File: src/rtl/noc_ext_adapter.sv
// Core-to-router network adapter: a TX FIFO feeding a flit serialiser toward the router,
// and an RX reassembler that checks destination and source before delivering whole words.
module noc_ext_adapter #(
    parameter int DATA_W    = 32,
    parameter int PAYLOAD_W = 8,
    parameter int ADDR_W    = 4,
    parameter int DEPTH     = 4,
    localparam int FLIT_W   = 1 + 2*ADDR_W + PAYLOAD_W,
    localparam int LVL_W    = $clog2(DEPTH+1)
) (
    input  logic              clk,
    input  logic              rst,
    input  logic [ADDR_W-1:0] r_name,
    input  logic              core_valid,
    input  logic [DATA_W-1:0] core_data,
    input  logic [ADDR_W-1:0] core_dest,
    output logic              core_ready,
    output logic [FLIT_W-1:0] to_r,
    input  logic              to_r_ready,
    input  logic [FLIT_W-1:0] f_r,
    output logic [DATA_W-1:0] to_c,
    output logic              to_c_valid,
    output logic [ADDR_W-1:0] to_c_src,
    output logic              rx_err,
    output logic [LVL_W-1:0]  tx_level
);
    localparam int BEATS = DATA_W / PAYLOAD_W;
    localparam int BW    = $clog2(BEATS);
    localparam int PTR_W = $clog2(DEPTH);
    localparam int ENT_W = ADDR_W + DATA_W;

    localparam logic [0:0] IDLE = 1'b0;
    localparam logic [0:0] SEND = 1'b1;

    logic [ENT_W-1:0]  mem [DEPTH];
    logic [PTR_W-1:0]  wr_ptr;
    logic [PTR_W-1:0]  rd_ptr;
    logic [LVL_W-1:0]  count;
    logic [0:0]        state;
    logic [DATA_W-1:0] shreg;
    logic [ADDR_W-1:0] tx_dest;
    logic [BW-1:0]     beat;
    logic              push;
    logic              pop;
    logic              xfer;
    logic              last_beat;
    logic              fifo_empty;

    // Readiness looks only at the current fill level, so a pop never makes room for a same-cycle push.
    assign core_ready = !rst && (count != LVL_W'(DEPTH));
    assign push       = core_valid && core_ready;
    assign fifo_empty = (count == '0);
    assign xfer       = (state == SEND) && to_r_ready;
    assign last_beat  = (beat == BW'(BEATS-1));
    assign pop        = !fifo_empty && ((state == IDLE) || (xfer && last_beat));
    assign to_r       = (state == SEND) ? {1'b1, tx_dest, r_name, shreg[DATA_W-1 -: PAYLOAD_W]} : '0;
    assign tx_level   = count;

    always_ff @(posedge clk) begin
        if (push) mem[wr_ptr] <= {core_dest, core_data};
    end

    always_ff @(posedge clk or posedge rst) begin
        if (rst) begin
            wr_ptr <= '0;
            rd_ptr <= '0;
            count  <= '0;
        end else begin
            if (push) wr_ptr <= wr_ptr + PTR_W'(1);
            if (pop)  rd_ptr <= rd_ptr + PTR_W'(1);
            if (push && !pop)      count <= count + LVL_W'(1);
            else if (pop && !push) count <= count - LVL_W'(1);
        end
    end

    // Loading the next word on the last accepted beat keeps packets back to back with no bubble.
    always_ff @(posedge clk or posedge rst) begin
        if (rst) begin
            state   <= IDLE;
            shreg   <= '0;
            tx_dest <= '0;
            beat    <= '0;
        end else if (pop) begin
            state             <= SEND;
            {tx_dest, shreg}  <= mem[rd_ptr];
            beat              <= '0;
        end else if (xfer) begin
            if (last_beat) begin
                state <= IDLE;
            end else begin
                shreg <= shreg << PAYLOAD_W;
                beat  <= beat + BW'(1);
            end
        end
    end

    logic              rx_valid;
    logic [ADDR_W-1:0] rx_dest;
    logic [ADDR_W-1:0] rx_src;
    logic [PAYLOAD_W-1:0] rx_payload;
    logic [BW-1:0]     asm_cnt;
    logic [ADDR_W-1:0] asm_src;
    logic [DATA_W-1:0] asm_word;
    logic [DATA_W-1:0] assembled;
    logic              restart;

    assign rx_valid   = f_r[FLIT_W-1];
    assign rx_dest    = f_r[FLIT_W-2 -: ADDR_W];
    assign rx_src     = f_r[PAYLOAD_W+ADDR_W-1 -: ADDR_W];
    assign rx_payload = f_r[PAYLOAD_W-1:0];
    assign assembled  = {asm_word[DATA_W-PAYLOAD_W-1:0], rx_payload};
    assign restart    = (asm_cnt == '0) || (rx_src != asm_src);

    // A source change mid-word abandons the partial word and treats the new flit as a fresh beat 0.
    always_ff @(posedge clk or posedge rst) begin
        if (rst) begin
            to_c       <= '0;
            to_c_valid <= 1'b0;
            to_c_src   <= '0;
            rx_err     <= 1'b0;
            asm_cnt    <= '0;
            asm_src    <= '0;
            asm_word   <= '0;
        end else begin
            to_c       <= '0;
            to_c_valid <= 1'b0;
            rx_err     <= 1'b0;
            if (rx_valid) begin
                if (rx_dest != r_name) begin
                    rx_err <= 1'b1;
                end else if (restart) begin
                    rx_err   <= (asm_cnt != '0);
                    asm_src  <= rx_src;
                    asm_word <= DATA_W'(rx_payload);
                    asm_cnt  <= BW'(1);
                end else if (asm_cnt == BW'(BEATS-1)) begin
                    to_c       <= assembled;
                    to_c_valid <= 1'b1;
                    to_c_src   <= asm_src;
                    asm_cnt    <= '0;
                end else begin
                    asm_word <= assembled;
                    asm_cnt  <= asm_cnt + BW'(1);
                end
            end
        end
    end

endmodule

File: config.mk
export PLATFORM = sky130hd
export DESIGN_NAME = noc_ext_adapter
export DESIGN_NICKNAME = d
export VERILOG_FILES = /design/src/rtl/noc_ext_adapter.sv
export SDC_FILE = /design/constraint.sdc
export NUM_CORES = 1
export LEC_CHECK = 0
export CAP_MARGIN = 10
export CELL_PAD_IN_SITES_DETAIL_PLACEMENT = 1
export CELL_PAD_IN_SITES_GLOBAL_PLACEMENT = 1
export CORE_MARGIN = 5
export CORE_UTILIZATION = 30
export CTS_CLUSTER_DIAMETER = 30
export DETAILED_ROUTE_END_ITERATION = 10
export GPL_ROUTABILITY_DRIVEN = 0
export GPL_TIMING_DRIVEN = 0
export PLACE_DENSITY_LB_ADDON = 0.1
export SLEW_MARGIN = 20
export SYNTH_ARGS = -nofsm -noshare
export SYNTH_HDL_FRONTEND = slang
export SYNTH_SLANG_ARGS = --single-unit
File: constraint.sdc
create_clock -name clk -period 4.9 [get_ports clk]
set_input_delay 0.735 -clock clk [delete_from_list [all_inputs] [get_ports clk]]
set_output_delay 0.735 -clock clk [all_outputs]
set_load 0.02 [all_outputs]
==> qor.txt <==
===============================================================================================
Time the final worst path needs with I/O delays and setup ........................      3.42 ns
Internal Dissipation .............................................................    0.00666 W
Clock buffers created by TritonCTS ...............................................           69
Register-to-Register Setup Slack .................................................      1.89 ns
Clock root buffer master ......................................................... sky130_fd_sc_hd__clkbuf_16
Type of the setup path with the least slack ......................................      reg2out
Share of cells above drive strength 1 ............................................        21.6%
Maximum number of pins on one net before global-route repair .....................           61
Worst hold start ................................................................. asm_word[21]
Worst-case reg-to-reg path depth .................................................           10
Post-synthesis cell area .........................................................  0.00985 mm2
Number of synthesized flops with an enable pin ...................................          144
Worst clock skew .................................................................    0.0215 ns
Cell area after layout ...........................................................   0.0141 mm2
Ys async rst share ...............................................................        44.2%
Cell family with the largest share of critical-path delay ........................ buffers and inverters
Ranking of synthesized cells by instance count ................................... 144 x sky130_fd_sc_hd__edfxtp_1, 114 x sky130_fd_sc_hd__dfrtp_1, 52 x sky130_fd_sc_hd__a21oi_1, 49 x sky130_fd_sc_hd__and2_1, 41 x sky130_fd_sc_hd__nand2_1
Ports placed on the boundary .....................................................          120
Flip-flop and latch count after synthesis ........................................          258
Synth top area share .............................................................        43.9%
# setup viols final ..............................................................            0
Highest ir drop seen on vdd ......................................................   0.000287 V
Fraction of power spent switching nets ...........................................        25.5%
Cell with the most instances after synthesis ..................................... sky130_fd_sc_hd__edfxtp_1
Growth of design area from synthesis to finish ...................................        43.2%
Vias in the first global route ...................................................        6,654
Initial antenna violation count ..................................................            0
Share of the cycle needed by the critical path after routing .....................        69.7%
DIE AREA .........................................................................   0.0366 mm2
Cell count after synthesis .......................................................          595
CTS sink count ...................................................................          258
Sequential-to-total area share from yosys stat ...................................        72.9%
All-layer global routing usage ...................................................        13.5%
Placement-stage cell area ........................................................   0.0117 mm2
Die Y-Extent .....................................................................       191 um
Leading post-synthesis cells by cell area ........................................ sky130_fd_sc_hd__edfxtp_1 44%, sky130_fd_sc_hd__dfrtp_1 29%, sky130_fd_sc_hd__mux4_2 8.2%
Number of port buffers ...........................................................          119
Mean routed wirelength per cell ..................................................      18.7 um
Setup repair after global routing missed its margin ..............................        false
Detailed Routing Iterations Pass 1 ...............................................            4
Largest area contributor in the netlist .......................................... sky130_fd_sc_hd__edfxtp_1
Final #Nets ......................................................................          860
Cells resized by post-CTS repair .................................................            0
Most common flop cell mapped by yosys ............................................ sky130_fd_sc_hd__edfxtp_1
Maximum clock frequency ..........................................................    0.293 GHz
Number of max-slew violations in the final report ................................            0
Part of the total power dissipated in the clock network ..........................        50.5%
Final-layout fill cell count .....................................................        3,156
Logic pwr share ..................................................................        17.7%
Area of the core region ..........................................................   0.0325 mm2
ANT nets after route .............................................................            0
Most Frequent Cell on Critical Path .............................................. sky130_fd_sc_hd__clkbuf_1
Total Wirelength .................................................................      24.1 mm
Worst Path Max Fanout ............................................................           10
Number of DRC violations after detailed routing ..................................            0
Power density over the cells .....................................................   634 mW/mm2
First-iteration detailed-routing DRC count .......................................          255
Path type of the worst min-delay path ............................................      reg2reg
Initial core utilization .........................................................        30.4%
Fraction of the core area covered by cells at the end of the flow ................        43.5%
Row count ........................................................................           66
Number of nets in the synthesized netlist ........................................          665
Tightest slew margin relative to the limit .......................................        34.5%
Antenna cells ....................................................................            0
Remaining global-route overflow ..................................................            0
Outcome .......................................................................... finished, final reports clean
Number of maximum-capacitance violations .........................................            0
CTS tree .........................................................................          yes
Hold endpoint ....................................................................     to_c[29]
Global-route wire length before repair ...........................................      37.8 mm
Distinct cell type count of the synthesized netlist ..............................           37
Static leakage ...................................................................      5.48 nW
Data arrival, critical path ......................................................      2.68 ns
Synth warn .......................................................................            0
Register share of total power ....................................................        31.8%
Via Count ........................................................................        5,688
Worst-path cell with the longest stage delay ..................................... sky130_fd_sc_hd__clkdlybuf4s50_1
Transition at the pin with the smallest max-transition slack .....................     0.982 ns
Worst reg2reg startpoint .........................................................  tx_level[0]
Largest buffer count on any clock path ...........................................            3
Quantity of hold-fixing buffers added after cts ..................................            0
Hold Fails Final Rpt .............................................................            0
Startpoint type of the worst setup path ..........................................         flop
Depth of the worst hold-timing path ..............................................            1
Insertion delay to the later sink of the worst-skew pair .........................      0.54 ns
Horizontal extent of the die .....................................................       191 um
Dpl hpwl .........................................................................      16.1 mm
Switch Pwr .......................................................................    0.00228 W
Post-CTS Setup Bufs ..............................................................            0
Mean number of vias per cell .....................................................         4.43
Series of cell instances along the critical path ................................. clkbuf_1, clkbuf_1, and2_1, clkdlybuf4s50_1
Count of H-tree levels built during CTS ..........................................            3
Crit path capture type ...........................................................   output pin
Per-instance average area after synthesis ........................................     16.6 um2
Required time worst endpoint .....................................................      4.16 ns
Destination of the worst register-to-register timing path ........................  tx_level[2]
Max incr delay on CP .............................................................      0.62 ns
Combined buffer and inverter count along the critical path .......................            3
Clock input transition at the sequential cells of the worst setup and hold paths .      0.04 ns
===============================================================================================
## through the flow
| stage | total power (W) | cells | hold WS [ns] | TNS, ns | setup WS (ns) |
|---|---|---|---|---|---|
| 6_report | 0.00894 | 1284 | 0.475 | 0 | 1.48 |
| 5_1_grt | 0.00939 | 1284 | 0.492 | 0 | 1.23 |
| 4_1_cts | 0.00912 | 1284 | 0.478 | 0 | 1.35 |
| 3_5_place_dp | 0.00451 | 1161 | 0.469 | 0 | 1.45 |
| 3_3_place_gp | 0.00443 | 1156 | 0.464 | -76.63 | -0.681 |
| 2_1_floorplan | 0.00385 | 595 | 0.438 | 0 | 1.15 |
## flip-flops by register name, indices dropped and copies added (netlist names)
signal	flops
asm_word	24
to_c_valid	1
mem	144
rd_ptr	2
tx_level	3
to_c	32
rx_err	1
tx_dest	4
asm_cnt	2
beat	2
state	1
asm_src	4
wr_ptr	2
to_c_src	4
shreg	32
## layout make-up
class / count / area [um2] / area share (%)
repair buffers: 124 / 1330 / 9.42
plain buffers: 30 / 135 / 0.958
well taps: 442 / 553 / 3.92
clock inverters: 32 / 445 / 3.16
flip-flops and latches: 258 / 7180 / 50.9
clock buffers: 91 / 1920 / 13.6
multi-input cells: 297 / 2510 / 17.8
inverters: 10 / 42.5 / 0.301
## metal layers
metal  GRT usage (%)  part of all wire, %
met5               0                    0
met3            3.51                  5.3
met4            5.41                  2.0
met1            15.5                   41
met2            23.9                   52
## power by group through the flow
stage | Combinational (W) | Sequential, W | Clock (W)
3_5_place_dp | 0.00164 | 0.00287 | 0
5_1_grt | 0.00175 | 0.00287 | 0.00476
3_3_place_gp | 0.00157 | 0.00286 | 0
6_report | 0.00159 | 0.00284 | 0.00452
4_1_cts | 0.00165 | 0.00284 | 0.00462
2_1_floorplan | 0.00101 | 0.00283 | 0
## cell usage in the layout, fill, tap and decap left out, drive strengths merged, types with 3 or more instances in the layout
master	netlist	final
a21oi	52	52
a22o	24	24
and2	50	50
and3	4	4
buf	11	16
bufinv	0	10
clkbuf	19	110
clkdlybuf4s50	0	119
clkinv	0	15
dfrtp	114	114
edfxtp	144	144
ha	8	8
inv	10	15
mux2	18	18
mux4	36	36
nand2	41	41
nand2b	3	3
nor2	30	30
xnor2	8	8
xor2	6	6
## logic make-up after synthesis
family                   count (synthesis)  share of synthesized area, %
AO/OA/AOI/OAI                           82                          5.31
XOR/XNOR                                14                          1.24
adder cells (fa/ha/maj)                  9                          1.22
buffers and inverters                   40                          1.75
flip-flops                             258                          72.9
multiplexers                            55                          10.4
AND/OR/NAND/NOR                        137                          7.23
## how the worst max path moves through the flow
stage | from | to | slack [ns] | cells past startpoint
final | state | to_r[6] | 1.48 | 4
after detailed placement | to_r_ready | tx_level[2] | 1.45 | 11
after floorplan | rst | asm_cnt[0] | 1.15 | 1
after global routing | state | to_r[6] | 1.23 | 4
after CTS | state | to_r[6] | 1.35 | 4
after global placement | rst | asm_src[0] | -0.68 | 2
(Power assumes the default switching activity.)
